**config.mk**
```make
export PLATFORM = sky130hd
export DESIGN_NAME = posit_div_issue_ctrl
export DESIGN_NICKNAME = d
export VERILOG_FILES = /design/src/rtl/posit_div_pkg.sv /design/src/rtl/posit_operand_fifo.sv /design/src/rtl/posit_div_issue_ctrl.sv
export SDC_FILE = /design/constraint.sdc
export NUM_CORES = 1
export LEC_CHECK = 0
export BUFFER_PORTS_ARGS = -buffer_cell sky130_fd_sc_hd__buf_4
export CAP_MARGIN = 30
export CORE_MARGIN = 10
export CORE_UTILIZATION = 29
export DETAILED_ROUTE_END_ITERATION = 10
export SLEW_MARGIN = 20
export SYNTH_ARGS = -nofsm -noshare
export SYNTH_HDL_FRONTEND = slang
export SYNTH_SLANG_ARGS = --single-unit
```
**constraint.sdc**
```tcl
create_clock -name clk -period 6.57 [get_ports clk]
set_input_delay 0.3285 -clock clk [delete_from_list [all_inputs] [get_ports clk]]
set_output_delay 0.3285 -clock clk [all_outputs]
set_load 0.05 [all_outputs]
```
**src/rtl/posit_div_pkg.sv**
```systemverilog
// Shared definitions for the posit divider front-end: FSM state encoding and
// width-generic NaR / zero helpers (operand words are zero-extended to NMAX).
package posit_div_pkg;

  // Widest posit word the helpers support; callers zero-extend narrower words.
  localparam int unsigned NMAX = 64;

  typedef enum logic [1:0] {
    ST_IDLE  = 2'd0,
    ST_ISSUE = 2'd1,
    ST_WAIT  = 2'd2,
    ST_OUT   = 2'd3
  } ctrl_state_e;

  function automatic logic [NMAX-1:0] word_mask(input int unsigned n);
    logic [NMAX-1:0] m;
    if (n >= NMAX) m = '1;
    else           m = (NMAX'(1) << n) - NMAX'(1);
    return m;
  endfunction

  function automatic logic [NMAX-1:0] nar_word(input int unsigned n);
    return NMAX'(1) << (n - 1);
  endfunction

  function automatic logic [NMAX-1:0] zero_word(input int unsigned n);
    return nar_word(n) & ~word_mask(n);
  endfunction

  function automatic logic is_nar(input logic [NMAX-1:0] word, input int unsigned n);
    return (word & word_mask(n)) == nar_word(n);
  endfunction

  function automatic logic is_zero(input logic [NMAX-1:0] word, input int unsigned n);
    return (word & word_mask(n)) == zero_word(n);
  endfunction

endpackage

```
**src/rtl/posit_operand_fifo.sv**
```systemverilog
// Operand-pair FIFO: registered storage, extra-bit pointers that wrap naturally,
// simultaneous push and pop allowed.
module posit_operand_fifo #(
  parameter int unsigned W     = 64,
  parameter int unsigned DEPTH = 4
) (
  input  logic         clk_i,
  input  logic         rst_ni,
  input  logic         push_i,
  input  logic [W-1:0] wdata_i,
  input  logic         pop_i,
  output logic [W-1:0] rdata_o,
  output logic         full_o,
  output logic         empty_o
);

  localparam int unsigned AW = $clog2(DEPTH);

  logic [AW:0]  wptr_q, wptr_d;
  logic [AW:0]  rptr_q, rptr_d;
  logic [W-1:0] mem_q [DEPTH];

  always_comb begin
    wptr_d = wptr_q;
    rptr_d = rptr_q;
    if (push_i) wptr_d = wptr_q + 1'b1;
    if (pop_i)  rptr_d = rptr_q + 1'b1;
  end

  always_ff @(posedge clk_i or negedge rst_ni) begin
    if (!rst_ni) begin
      wptr_q <= '0;
      rptr_q <= '0;
    end else begin
      wptr_q <= wptr_d;
      rptr_q <= rptr_d;
    end
  end

  always_ff @(posedge clk_i) begin
    if (push_i) mem_q[wptr_q[AW-1:0]] <= wdata_i;
  end

  assign rdata_o = mem_q[rptr_q[AW-1:0]];
  assign empty_o = (wptr_q == rptr_q);
  assign full_o  = (wptr_q[AW] != rptr_q[AW]) &&
                   (wptr_q[AW-1:0] == rptr_q[AW-1:0]);

endmodule

```
**src/rtl/posit_div_issue_ctrl.sv**
```systemverilog
// Front-end for bct_posit_div: buffers operand pairs, resolves NaR/zero cases
// locally, issues the rest to the divider one at a time and guards with a watchdog.
module posit_div_issue_ctrl
  import posit_div_pkg::*;
#(
  parameter int unsigned N       = 32,
  parameter int unsigned DEPTH   = 4,
  parameter int unsigned TIMEOUT = 64
) (
  input  logic         clk,
  input  logic         reset_n,
  input  logic         in_valid,
  output logic         in_ready,
  input  logic [N-1:0] in_a,
  input  logic [N-1:0] in_b,
  output logic         out_valid,
  input  logic         out_ready,
  output logic [N-1:0] out_q,
  output logic         out_inf,
  output logic         out_zero,
  output logic         out_timeout,
  output logic [N-1:0] div_in1,
  output logic [N-1:0] div_in2,
  output logic         div_start,
  input  logic [N-1:0] div_out,
  input  logic         div_inf,
  input  logic         div_zero,
  input  logic         div_done,
  output logic         busy
);

  localparam int unsigned     WDW     = $clog2(TIMEOUT) + 1;
  localparam logic [N-1:0]    NAR     = N'(nar_word(N));
  localparam logic [WDW-1:0]  WD_LAST = WDW'(TIMEOUT - 1);

  logic           fifo_push, fifo_pop, fifo_full, fifo_empty;
  logic [2*N-1:0] fifo_rdata;
  logic [N-1:0]   head_a, head_b;
  logic           a_nar, b_nar, a_zero, b_zero;

  ctrl_state_e    state_q, state_d;
  logic [WDW-1:0] wdog_q, wdog_d;
  logic [N-1:0]   div_in1_q, div_in1_d;
  logic [N-1:0]   div_in2_q, div_in2_d;
  logic [N-1:0]   res_q_q, res_q_d;
  logic           res_inf_q, res_inf_d;
  logic           res_zero_q, res_zero_d;
  logic           res_to_q, res_to_d;

  assign fifo_push = in_valid && !fifo_full;
  assign fifo_pop  = (state_q == ST_IDLE) && !fifo_empty;

  posit_operand_fifo #(
    .W     (2 * N),
    .DEPTH (DEPTH)
  ) u_fifo (
    .clk_i   (clk),
    .rst_ni  (reset_n),
    .push_i  (fifo_push),
    .wdata_i ({in_a, in_b}),
    .pop_i   (fifo_pop),
    .rdata_o (fifo_rdata),
    .full_o  (fifo_full),
    .empty_o (fifo_empty)
  );

  assign {head_a, head_b} = fifo_rdata;
  assign a_nar  = is_nar(NMAX'(head_a), N);
  assign b_nar  = is_nar(NMAX'(head_b), N);
  assign a_zero = is_zero(NMAX'(head_a), N);
  assign b_zero = is_zero(NMAX'(head_b), N);

  always_comb begin
    state_d    = state_q;
    wdog_d     = wdog_q;
    div_in1_d  = div_in1_q;
    div_in2_d  = div_in2_q;
    res_q_d    = res_q_q;
    res_inf_d  = res_inf_q;
    res_zero_d = res_zero_q;
    res_to_d   = res_to_q;

    unique case (state_q)
      ST_IDLE: begin
        if (!fifo_empty) begin
          if (a_nar || b_nar || b_zero) begin
            res_q_d    = NAR;
            res_inf_d  = 1'b1;
            res_zero_d = 1'b0;
            res_to_d   = 1'b0;
            state_d    = ST_OUT;
          end else if (a_zero) begin
            res_q_d    = '0;
            res_inf_d  = 1'b0;
            res_zero_d = 1'b1;
            res_to_d   = 1'b0;
            state_d    = ST_OUT;
          end else begin
            div_in1_d = head_a;
            div_in2_d = head_b;
            state_d   = ST_ISSUE;
          end
        end
      end

      ST_ISSUE: begin
        wdog_d  = '0;
        state_d = ST_WAIT;
      end

      // wdog_q==0 marks the first WAIT cycle, where a leftover done level is ignored.
      ST_WAIT: begin
        wdog_d = wdog_q + 1'b1;
        if ((wdog_q != '0) && div_done) begin
          res_q_d    = div_out;
          res_inf_d  = div_inf;
          res_zero_d = div_zero;
          res_to_d   = 1'b0;
          state_d    = ST_OUT;
        end else if (wdog_q == WD_LAST) begin
          res_q_d    = NAR;
          res_inf_d  = 1'b1;
          res_zero_d = 1'b0;
          res_to_d   = 1'b1;
          state_d    = ST_OUT;
        end
      end

      ST_OUT: begin
        if (out_ready) begin
          res_inf_d  = 1'b0;
          res_zero_d = 1'b0;
          res_to_d   = 1'b0;
          state_d    = ST_IDLE;
        end
      end

      default: state_d = ST_IDLE;
    endcase
  end

  always_ff @(posedge clk or negedge reset_n) begin
    if (!reset_n) begin
      state_q    <= ST_IDLE;
      wdog_q     <= '0;
      div_in1_q  <= '0;
      div_in2_q  <= '0;
      res_q_q    <= '0;
      res_inf_q  <= 1'b0;
      res_zero_q <= 1'b0;
      res_to_q   <= 1'b0;
    end else begin
      state_q    <= state_d;
      wdog_q     <= wdog_d;
      div_in1_q  <= div_in1_d;
      div_in2_q  <= div_in2_d;
      res_q_q    <= res_q_d;
      res_inf_q  <= res_inf_d;
      res_zero_q <= res_zero_d;
      res_to_q   <= res_to_d;
    end
  end

  assign in_ready    = !fifo_full;
  assign out_valid   = (state_q == ST_OUT);
  assign out_q       = res_q_q;
  assign out_inf     = res_inf_q;
  assign out_zero    = res_zero_q;
  assign out_timeout = res_to_q;
  assign div_in1     = div_in1_q;
  assign div_in2     = div_in2_q;
  assign div_start   = (state_q == ST_ISSUE);
  assign busy        = !fifo_empty || (state_q != ST_IDLE);

endmodule

```
==> results.ini, run 1 <==
[worst_setup_path]
regToRegSetupSlack_ns = 2.55
worst_ep_required_time_ns = 7.05
rr_worst_depth = 8
arrival_ns = 4.50
path_class = register to register
r2r-end = out_q[28]
critPathCaptureType = register
reg2reg_from = u_fifo.rptr_q[0]
critPathMaxFanout = 38
start_kind = register

[layout]
areaGrowthSynthToFinish_pct = 32.5
post-route-util_pct = 38.7
nNetsFinal = 1184
drive_above_1_share_pct = 35.9

[min_path]
hold_start = div_out[23]
hold-path-endpoint = out_q[23]
min_path_cells = 3
min_path_type = primary input to register

[clocking]
cts_sinks = 370
clk_pin_slew_ns = 0.06
cts_made_buffers = 42
clk_latency_ns = 0.57
htreeDepth = 2
cts_tree = yes
root_buffer = clkbuf_16
max-clock-path-buffers = 3
ctsResizeCount = 0

[synth]
synth-main-ff-cell = edfxtp_1
synth.avg_cell_area_sq_um = 19.2
synth-edff-count = 256
synth_top_area_cell = edfxtp_1
synth-seq-area-share_pct = 73.8
syn_nets = 857
syn_inst = 743
yosysTopAreaCellShare_pct = 53.8
synth_area_sq_mm = 0.0143
synth-seq-cells = 370
yosysUniqueCellTypes = 38
async_reset_ff_share_pct = 30.8
yosysWarnings = 0
ys_top_cells_by_area = edfxtp_1 (54%), dfrtp_1 (20%), mux4_2 (10%), mux2_2 (3.2%), mux2_1 (2.3%)

[sta]
relSlewSlack_pct = 54.7
hold_viol_final = 0
finalCriticalPeriod_ns = 4.02
finalMaxSlewViolations = 0
whs_ns = 0.0410
finClkSkew_ns = 0.0175
final.setup.tns_ns = 0
setup_violations = 0
rsz0062_at_grt = no
worst-slew-pin-transition_ns = 0.668
post-route-period-util_pct = 61.2
fmax_ghz = 0.249

[status]
outcome = finished, final reports clean

[global_routing]
overflow = 0
grtUsageTotal_pct = 11.9
grt_pass1_wl_mm = 53.9
grt_max_degree = 69
first_global_vias = 8440
antenna_found_initial = 5

[detailed_routing]
vias = 7803
post-route-drc-count = 0
initialDrtViolationCount = 443
antenna_left = 0
drtPass1Iterations = 7
routedWlPerCell_um = 19.8
viasPerCell = 4.41
routed_wl_mm = 35.1

[power_and_ir_drop]
power_leakage_nw = 7.00
peakVddDrop_uv = 330
p_per_area_mw_per_mm2 = 497

[placed_design]
portBuffers = 205
hpwl_mm = 22.5
gp_congestion = 0.718

[floorplan]
die_y_um = 242
ioPinCount = 206
core_area_sq_mm = 0.0488
initial_core_util_pct = 29.2
die_w_um = 242
std_cell_rows = 81
dieArea_sq_mm = 0.0585

[run]
maxCapViolations = 0

-- sequential cells by signal, indices dropped and copies added, names as in the netlist --
register,flops
state_q,2
div_in2,32
u_fifo.rptr_q,3
out_timeout,1
div_in1,32
out_inf,1
u_fifo.wptr_q,3
u_fifo.mem_q,256
out_zero,1
out_q,32
wdog_q,7
-- kinds of logic after synthesis --
family          Yosys count  share of synthesized area [%]
simple gates             93                           3.19
xor+xnor                  8                          0.490
buf+inv                  72                           2.59
mux                     164                           17.7
flops                   370                           73.8
compound gates           25                           1.29
fa+ha+maj                11                          0.963
-- cells in the final DEF, fill, tap and decap left out, drive strengths merged, types with 2 or more instances in the layout --
master,count
nor3b,2
dfrtp,114
o31ai,4
a21oi,3
inv,46
and3,4
xor2,4
mux4,64
mux2i,31
clkbuf,63
nor3,4
nand3,5
clkinvlp,2
o31a,3
mux2,69
xnor2,4
or3,2
or4b,2
edfxtp,256
nand4,5
nand2,40
dlygate4sd3,94
buf,218
nor2,12
nor4,14
clkinv,10
o21ai,9
diode,2
o22ai,2
ha,11
-- synth_stat cells (5+ instances only) --
cell,count
ha_1,11
clkbuf_1,7
nor4_1,14
mux2i_1,31
nand3_1,5
buf_6,10
nand2_1,40
edfxtp_1,256
mux2_1,29
mux2_2,40
buf_2,8
dfrtp_1,114
mux4_2,64
o21ai_0,9
nand4_1,5
inv_1,43
nor2_1,10
-- power by group --
group / switching [mW] / leakage, nW / total [mW] / internal (mW)
sequential: 0.376 / 3.76 / 3.57 / 3.19
combinational: 2.17 / 2.58 / 3.60 / 1.43
clock: 0.939 / 0.653 / 2.24 / 1.30
total: 3.48 / 7.00 / 9.40 / 5.92
-- timing repair --
| item | in CTS | in global routing |
|---|---|---|
| setup buffers | 0 | 0 |
| hold buffers | 94 | 0 |
| hold endpoints to repair | 331 | 0 |
-- critical path, cell delays in order (launching register included) --
cell	delay, ns
dfrtp_4	0.84
buf_12	0.39
mux4_2	0.57
nor4_1	0.41
nand4_1	0.32
nor2_2	0.37
o31a_2	0.49
buf_12	0.25
mux2i_1	0.21
-- worst max-delay path by stage --
stage,slack [ns],depth (start not counted),endpoint,from
2_1_floorplan,3.01,5,u_fifo.mem_q[3][0],u_fifo.rptr_q[1]
3_3_place_gp,2.14,7,out_q[31],u_fifo.rptr_q[0]
3_5_place_dp,2.48,8,out_q[29],u_fifo.rptr_q[0]
4_1_cts,2.48,8,out_q[23],u_fifo.rptr_q[0]
5_1_grt,2.32,8,out_q[16],u_fifo.rptr_q[0]
6_report,2.55,8,out_q[28],u_fifo.rptr_q[0]
-- metal layers --
layer | GRT usage, % | up-vias | part of all wire [%]
met1 | 15.4 | 3982 | 44
met2 | 19.1 | 222 | 47
met3 | 3.54 | 56 | 6.7
li1 | - | 3535 | -
met5 | 0 | - | 0.13
met4 | 2.98 | 8 | 1.7
-- stage by stage --
step	std cells	setup slack [ns]	instance area, sq um	total power [mW]
floorplan	743	3.01	14300	6.13
global placement	1593	2.14	16600	7.19
detailed placement	1595	2.48	16600	7.26
CTS	1767	2.48	18900	9.58
global route	1769	2.32	18900	9.90
finish	1770	2.55	18900	9.40
-- final cells by class --
class	instances	area (sq um)
tap	664	831
clock buffer	63	1220
multi-input combinational	301	3400
fill	4537	29900
sequential	370	10500
clock inverter	15	123
timing repair buffer	312	2640
inverter	43	161
antenna	2	5.00
Power figures use the tool's default switching activity.
==> inputs of run 2 (changes only) <==
clock period = 3.73 ns   (was 6.57 ns; I/O delays follow)
==> run 2 against run 1 <==
Net effect: final cell count grew 1.1%; worst setup slack lost 2.3 ns; global-route usage grew 0.14 points; final area grew 1.6%; clock power grew 91%; register-to-register slack lost 2.3 ns; core utilization grew 0.62 points.
==> results.ini, run 2 (same netlist as run 1, synthesis figures left out) <==
[sta]
finalMaxSlewViolations = 0  ; unchanged
worst-slew-pin-transition_ns = 0.740  ; +0.0717 ns
relSlewSlack_pct = 50.2  ; -4.5 points
post-route-period-util_pct = 92.2  ; +31 points
hold_viol_final = 0  ; unchanged
final.setup.tns_ns = 0  ; unchanged
finClkSkew_ns = 0.0188  ; +0.00133 ns
rsz0062_at_grt = no
finalCriticalPeriod_ns = 3.44  ; -0.585 ns
fmax_ghz = 0.291  ; +17%
setup_violations = 0  ; unchanged

[placed_design]
placed_cells = 1610  ; +0.94%
portBuffers = 205  ; unchanged
gp_congestion = 0.718  ; about the same
hpwl_mm = 23.3  ; +3.9%
placed_cell_area_sq_mm = 0.0168  ; +1.1%

[worst_setup_path]
arrival_ns = 3.87  ; -0.63 ns
start_kind = register
crit_chain = buf_12 > mux4_2 > nor4_1 > nand4_1 > nor2_2 > a2111oi_4 > buf_12 > mux2_1
crit_slowest_cell = nor4_1
critPathCaptureType = register
cp.depth = 8  ; unchanged
cp_top_family = simple AND/OR/NAND/NOR gates
crit_top_cell = buf_12
path_buf_inv = 2  ; unchanged
path_class = register to register
rr_worst_depth = 8  ; unchanged
worst_ep_required_time_ns = 4.16  ; -2.89 ns
max_stage_delay_ns = 0.68  ; -0.16 ns
critPathMaxFanout = 32  ; -16%

[global_routing]
overflow = 0  ; unchanged
grtUsageTotal_pct = 12.0  ; +0.14 points
first_global_vias = 8579  ; +1.6%
grt_pass1_wl_mm = 54.6  ; +1.4%
antenna_found_initial = 6  ; +1
grt_max_degree = 64  ; -7.2%

[layout]
design_area_sq_mm = 0.0192  ; +1.6%
drive_above_1_share_pct = 36.6  ; +0.76 points
fin_cells = 1790  ; +1.1%
layout_common_cells = edfxtp_1 (256), buf_4 (222), dfrtp_1 (112), dlygate4sd3_1 (99), mux4_2 (64)
areaGrowthSynthToFinish_pct = 34.6
largest_reg_flops = 256  ; unchanged
final_common_cell = edfxtp_1
nNetsFinal = 1203  ; +1.6%

[clocking]
htreeDepth = 2  ; unchanged
post-cts-setup-buffers = 0  ; unchanged
root_buffer = clkbuf_16
cts_sinks = 370  ; unchanged
cts_made_buffers = 42  ; unchanged
clk_latency_ns = 0.56  ; about the same
cts_tree = yes
clk_pin_slew_ns = 0.06  ; about the same
max-clock-path-buffers = 3  ; unchanged

[floorplan]
dieArea_sq_mm = 0.0585  ; unchanged
initial_core_util_pct = 29.2  ; unchanged
die_y_um = 242  ; unchanged
ioPinCount = 206  ; unchanged
std_cell_rows = 81  ; unchanged
core_area_sq_mm = 0.0488  ; unchanged
die_w_um = 242  ; unchanged

[power_and_ir_drop]
p_per_area_mw_per_mm2 = 892  ; +80%
switching_power_mw = 6.25  ; +79%
p_int_mw = 10.9  ; +84%
pwr-share-seq_pct = 35.9  ; -2.1 points
peakVddDrop_uv = 599  ; +82%
power_leakage_nw = 7.15  ; +2.2%
switching_share_pct = 36.4  ; -0.66 points
p_comb_share_pct = 39.1  ; +0.9 points
pwr-share-clk_pct = 25.0  ; +1.2 points

[status]
outcome = finished, final reports clean

[detailed_routing]
routedWlPerCell_um = 19.7  ; -0.70%
post-route-drc-count = 0  ; unchanged
drtPass1Iterations = 4  ; -3
initialDrtViolationCount = 407  ; -8.1%
viasPerCell = 4.36  ; -1.0%
routed_wl_mm = 35.2  ; +0.42%
vias = 7809  ; +0.077%
antenna_left = 0  ; unchanged

[min_path]
min_path_type = primary input to register
min_path_cells = 4  ; +1

[run]
maxCapViolations = 0  ; unchanged

==> run 2: cell count changes in the layout (fill, tap and decap cells not counted), sizes merged <==
| cell | change |
|---|---|
| buf | +14 |
| diode | +2 |
| clkinvlp | -2 |
| clkbuf | -7 |
| bufinv | +7 |
| inv | +1 |
| dlygate4sd3 | +5 |
==> run 2: worst paths after layout <==
kind	start	to	slack, ns
worst min-delay path	div_done	out_timeout	0.14
worst min register to register	div_in2[9]	div_in2[9]	0.49
worst max register to register	u_fifo.rptr_q[0]	div_in2[16]	0.29
max in group asynchronous	reset_n	out_q[22]	2.63
worst max-delay path	u_fifo.rptr_q[0]	div_in2[16]	0.29
min in group asynchronous	reset_n	div_in2[23]	0.21
==> run 2: through the flow <==
stage	worst slack [ns]	hold slack, ns	util, %	total power [mW]
CTS	0.314	0.0983	39.3	17.5
global placement	0.378	0.254	34.4	12.9
global route	0.132	0.149	39.4	18.1
floorplan	0.175	-0.109	-	10.8
finish	0.293	0.136	39.4	17.2
detailed placement	0.353	0.256	34.4	13.0
==> run 2: worst reg2reg max path: cells and delay by family, from the launching register on <==
kind,cells,cell delay (ns)
AND/OR/NAND/NOR,3,1.19
multiplexers,2,0.97
flip-flops,1,0.56
buffers and inverters,2,0.48
AO/OA/AOI/OAI,1,0.12
==> run 2: metal layers <==
layer | global-route usage [%] | vias to the layer above | wire length, um
li1 | - | 3582 | -
met1 | 15.7 | 3984 | 16000
met2 | 19.0 | 185 | 16600
met3 | 3.09 | 56 | 1810
met4 | 4.14 | 2 | 800
met5 | 0 | - | 13
==> run 2: what timing repair did <==
item,in CTS,in global routing
resized for setup,0,0
hold buffers,99,0
hold endpoints to repair,351,0
==> run 2: area by class of cell <==
| cell class | count | area [sq um] |
|---|---|---|
| sequential | 370 | 10500 |
| fill | 4491 | 29600 |
| clock buffer | 56 | 1120 |
| multi-input combinational | 301 | 3400 |
| antenna | 4 | 10.0 |
| timing repair buffer | 331 | 2850 |
| clock inverter | 21 | 308 |
| tap | 664 | 831 |
| inverter | 43 | 161 |
==> run 2: power groups by stage <==
stage                     clock network (mW)  logic, mW  registers, mW
final                                   4.28       6.72           6.16
after global routing                    4.59       7.20           6.27
after CTS                               4.41       6.89           6.18
after detailed placement                   0       6.79           6.25
after global placement                     0       6.73           6.22
after floorplan                            0       3.26           7.54
==> inputs of run 3 (changes only) <==
GPL_TIMING_DRIVEN = 1   (was default)
MAX_ROUTING_LAYER = met4   (was default)
REMOVE_ABC_BUFFERS = 1   (was default)
==> run 3 against run 2 <==
Net effect: final cell count is 0.34% lower; die area did not move; sequential share of layout area increased by 0.36 points; sequential power down 1%; combinational power barely moved; critical path depth is the same; hold slack improved by 0.00090 ns; via count up 0.61%; register-to-register slack better by 0.04 ns; non-clock buffer count fell by 3; critical path type unchanged; largest cell class unchanged; largest power group unchanged; highest routed layer is now met4.
==> results.ini, run 3 (same netlist as run 1, synthesis figures left out) <==
[status]
outcome = finished, final reports clean

[sta]
finalMaxSlewViolations = 0  ; unchanged
finClkSkew_ns = 0.0140  ; -0.00482 ns
setup_violations = 0  ; unchanged
rsz0062_at_grt = no
hold_viol_final = 0  ; unchanged
worst-slew-pin-transition_ns = 0.659  ; -0.0809 ns
final.setup.tns_ns = 0  ; unchanged
relSlewSlack_pct = 55.7  ; +5.4 points
fmax_ghz = 0.294  ; +1.0%
finalCriticalPeriod_ns = 3.40  ; -0.0350 ns
post-route-period-util_pct = 91.2  ; -0.94 points

[layout]
areaGrowthSynthToFinish_pct = 33.7
drive_above_1_share_pct = 36.7  ; +0.042 points
nNetsFinal = 1199  ; -0.33%
layout_common_cells = edfxtp_1 (256), buf_4 (217), dfrtp_1 (112), dlygate4sd3_1 (99), mux4_2 (64)
fin_cells = 1784  ; -0.34%
final_common_cell = edfxtp_1
fillers = 4501  ; +0.22%
largest_reg_flops = 256  ; unchanged

[worst_setup_path]
critPathCaptureType = register
reg2reg_from = u_fifo.rptr_q[0]
startpoint = u_fifo.rptr_q[0]
worst_ep_required_time_ns = 4.16  ; about the same
regToRegSetupSlack_ns = 0.33  ; +0.04 ns
path_class = register to register
start_kind = register
max_stage_delay_ns = 0.59  ; -0.09 ns
arrival_ns = 3.84  ; -0.03 ns
rr_worst_depth = 8  ; unchanged
critPathMaxFanout = 35  ; +9.4%
r2r-end = div_in2[26]
crit_slowest_cell = mux4_2
crit_chain = buf_4 > mux4_2 > nor4_1 > nand4_1 > nor2_2 > a2111oi_4 > buf_12 > mux2_1

[clocking]
cts_made_buffers = 41  ; -2.4%
cts_tree = yes
root_buffer = clkbuf_16
clk_pin_slew_ns = 0.06  ; about the same
cts_sinks = 370  ; unchanged
ctsResizeCount = 0  ; unchanged
max-clock-path-buffers = 3  ; unchanged
clk_latency_ns = 0.56  ; about the same
htreeDepth = 2  ; unchanged

[placed_design]
hpwl_mm = 22.4  ; -3.9%
gp_congestion = 0.769  ; +7.2%
placed_cells = 1607  ; -0.19%
portBuffers = 205  ; unchanged

[detailed_routing]
initialDrtViolationCount = 391  ; -3.9%
drtPass1Iterations = 4  ; unchanged
antenna_left = 0  ; unchanged
viasPerCell = 4.40  ; +0.95%
vias = 7857  ; +0.61%
post-route-drc-count = 0  ; unchanged
routedWlPerCell_um = 19.3  ; -2.0%
routed_wl_mm = 34.4  ; -2.3%

[floorplan]
std_cell_rows = 81  ; unchanged
initial_core_util_pct = 29.2  ; unchanged
die_w_um = 242  ; unchanged
core_area_sq_mm = 0.0488  ; unchanged
dieArea_sq_mm = 0.0585  ; unchanged
die_y_um = 242  ; unchanged
ioPinCount = 206  ; unchanged

[global_routing]
grt_pass1_wl_mm = 53.6  ; -2.0%
overflow = 0  ; unchanged
first_global_vias = 8650  ; +0.83%
grt_max_degree = 53  ; -17%
grtUsageTotal_pct = 12.1  ; +0.10 points
antenna_found_initial = 2  ; -4

[power_and_ir_drop]
peakVddDrop_uv = 521  ; -13%
p_per_area_mw_per_mm2 = 873  ; -2.1%
power_leakage_nw = 7.08  ; -1.0%

[run]
maxCapViolations = 0  ; unchanged

[min_path]
min_path_type = primary input to asynchronous set/reset pin

## run 3: per-stage QoR
stage	setup slack [ns]	hold slack [ns]	power (mW)	area (sq um)	util, %
finish	0.328	0.137	16.7	19100	39.1
global route	0.0807	0.153	17.6	19100	39.1
CTS	0.147	0.103	17.0	19100	39.1
detailed placement	0.166	0.158	13.0	16800	34.4
global placement	0.163	0.386	12.9	16800	34.4
floorplan	-2.55	-0.109	10.7	14100	-
## run 3: worst max-delay path: cells and delay by family (launching register included)
| family | cells | cell delay [ns] |
|---|---|---|
| compound gates | 1 | 0.12 |
| flops | 1 | 0.44 |
| mux | 2 | 0.93 |
| buf+inv | 2 | 0.54 |
| simple gates | 3 | 1.19 |
## run 3: worst max-delay path by stage
stage | to | slack [ns]
2_1_floorplan | div_in1[10] | -2.55
3_3_place_gp | div_in1[8] | 0.16
3_5_place_dp | div_in1[16] | 0.17
4_1_cts | div_in2[26] | 0.15
6_report | div_in2[26] | 0.33
5_1_grt | div_in2[26] | 0.08
## run 3: cell type report
class                           instances  area (sq um)  share of cell area (%)
Tap cell                              664           831                    4.35
Antenna cell                            2          5.00                  0.0262
Sequential cell                       370         10500                    55.2
Timing Repair Buffer                  328          2860                    15.0
Clock buffer                           50          1130                    5.93
Clock inverter                         26           170                   0.891
Inverter                               43           161                   0.845
Multi-Input combinational cell        301          3400                    17.8
## run 3: per-layer routing
metal / GRT usage [%] / part of all wire (%) / up-vias
met5: - / 0 / -
li1: - / - / 3563
met3: 2.95 / 5.8 / 46
met4: 3.70 / 2.1 / 0
met1: 15.6 / 46 / 4023
met2: 18.6 / 47 / 225
## run 3: what timing repair did
item                                   in CTS  in global routing
hold buffers                               99                  0
endpoints found under the hold margin     370                  0
buffers inserted                            0                  0
## run 3: power breakdown
part           internal [mW]  switching [mW]
Clock                   2.24            1.65
Sequential              5.62           0.459
Combinational           2.67            4.05
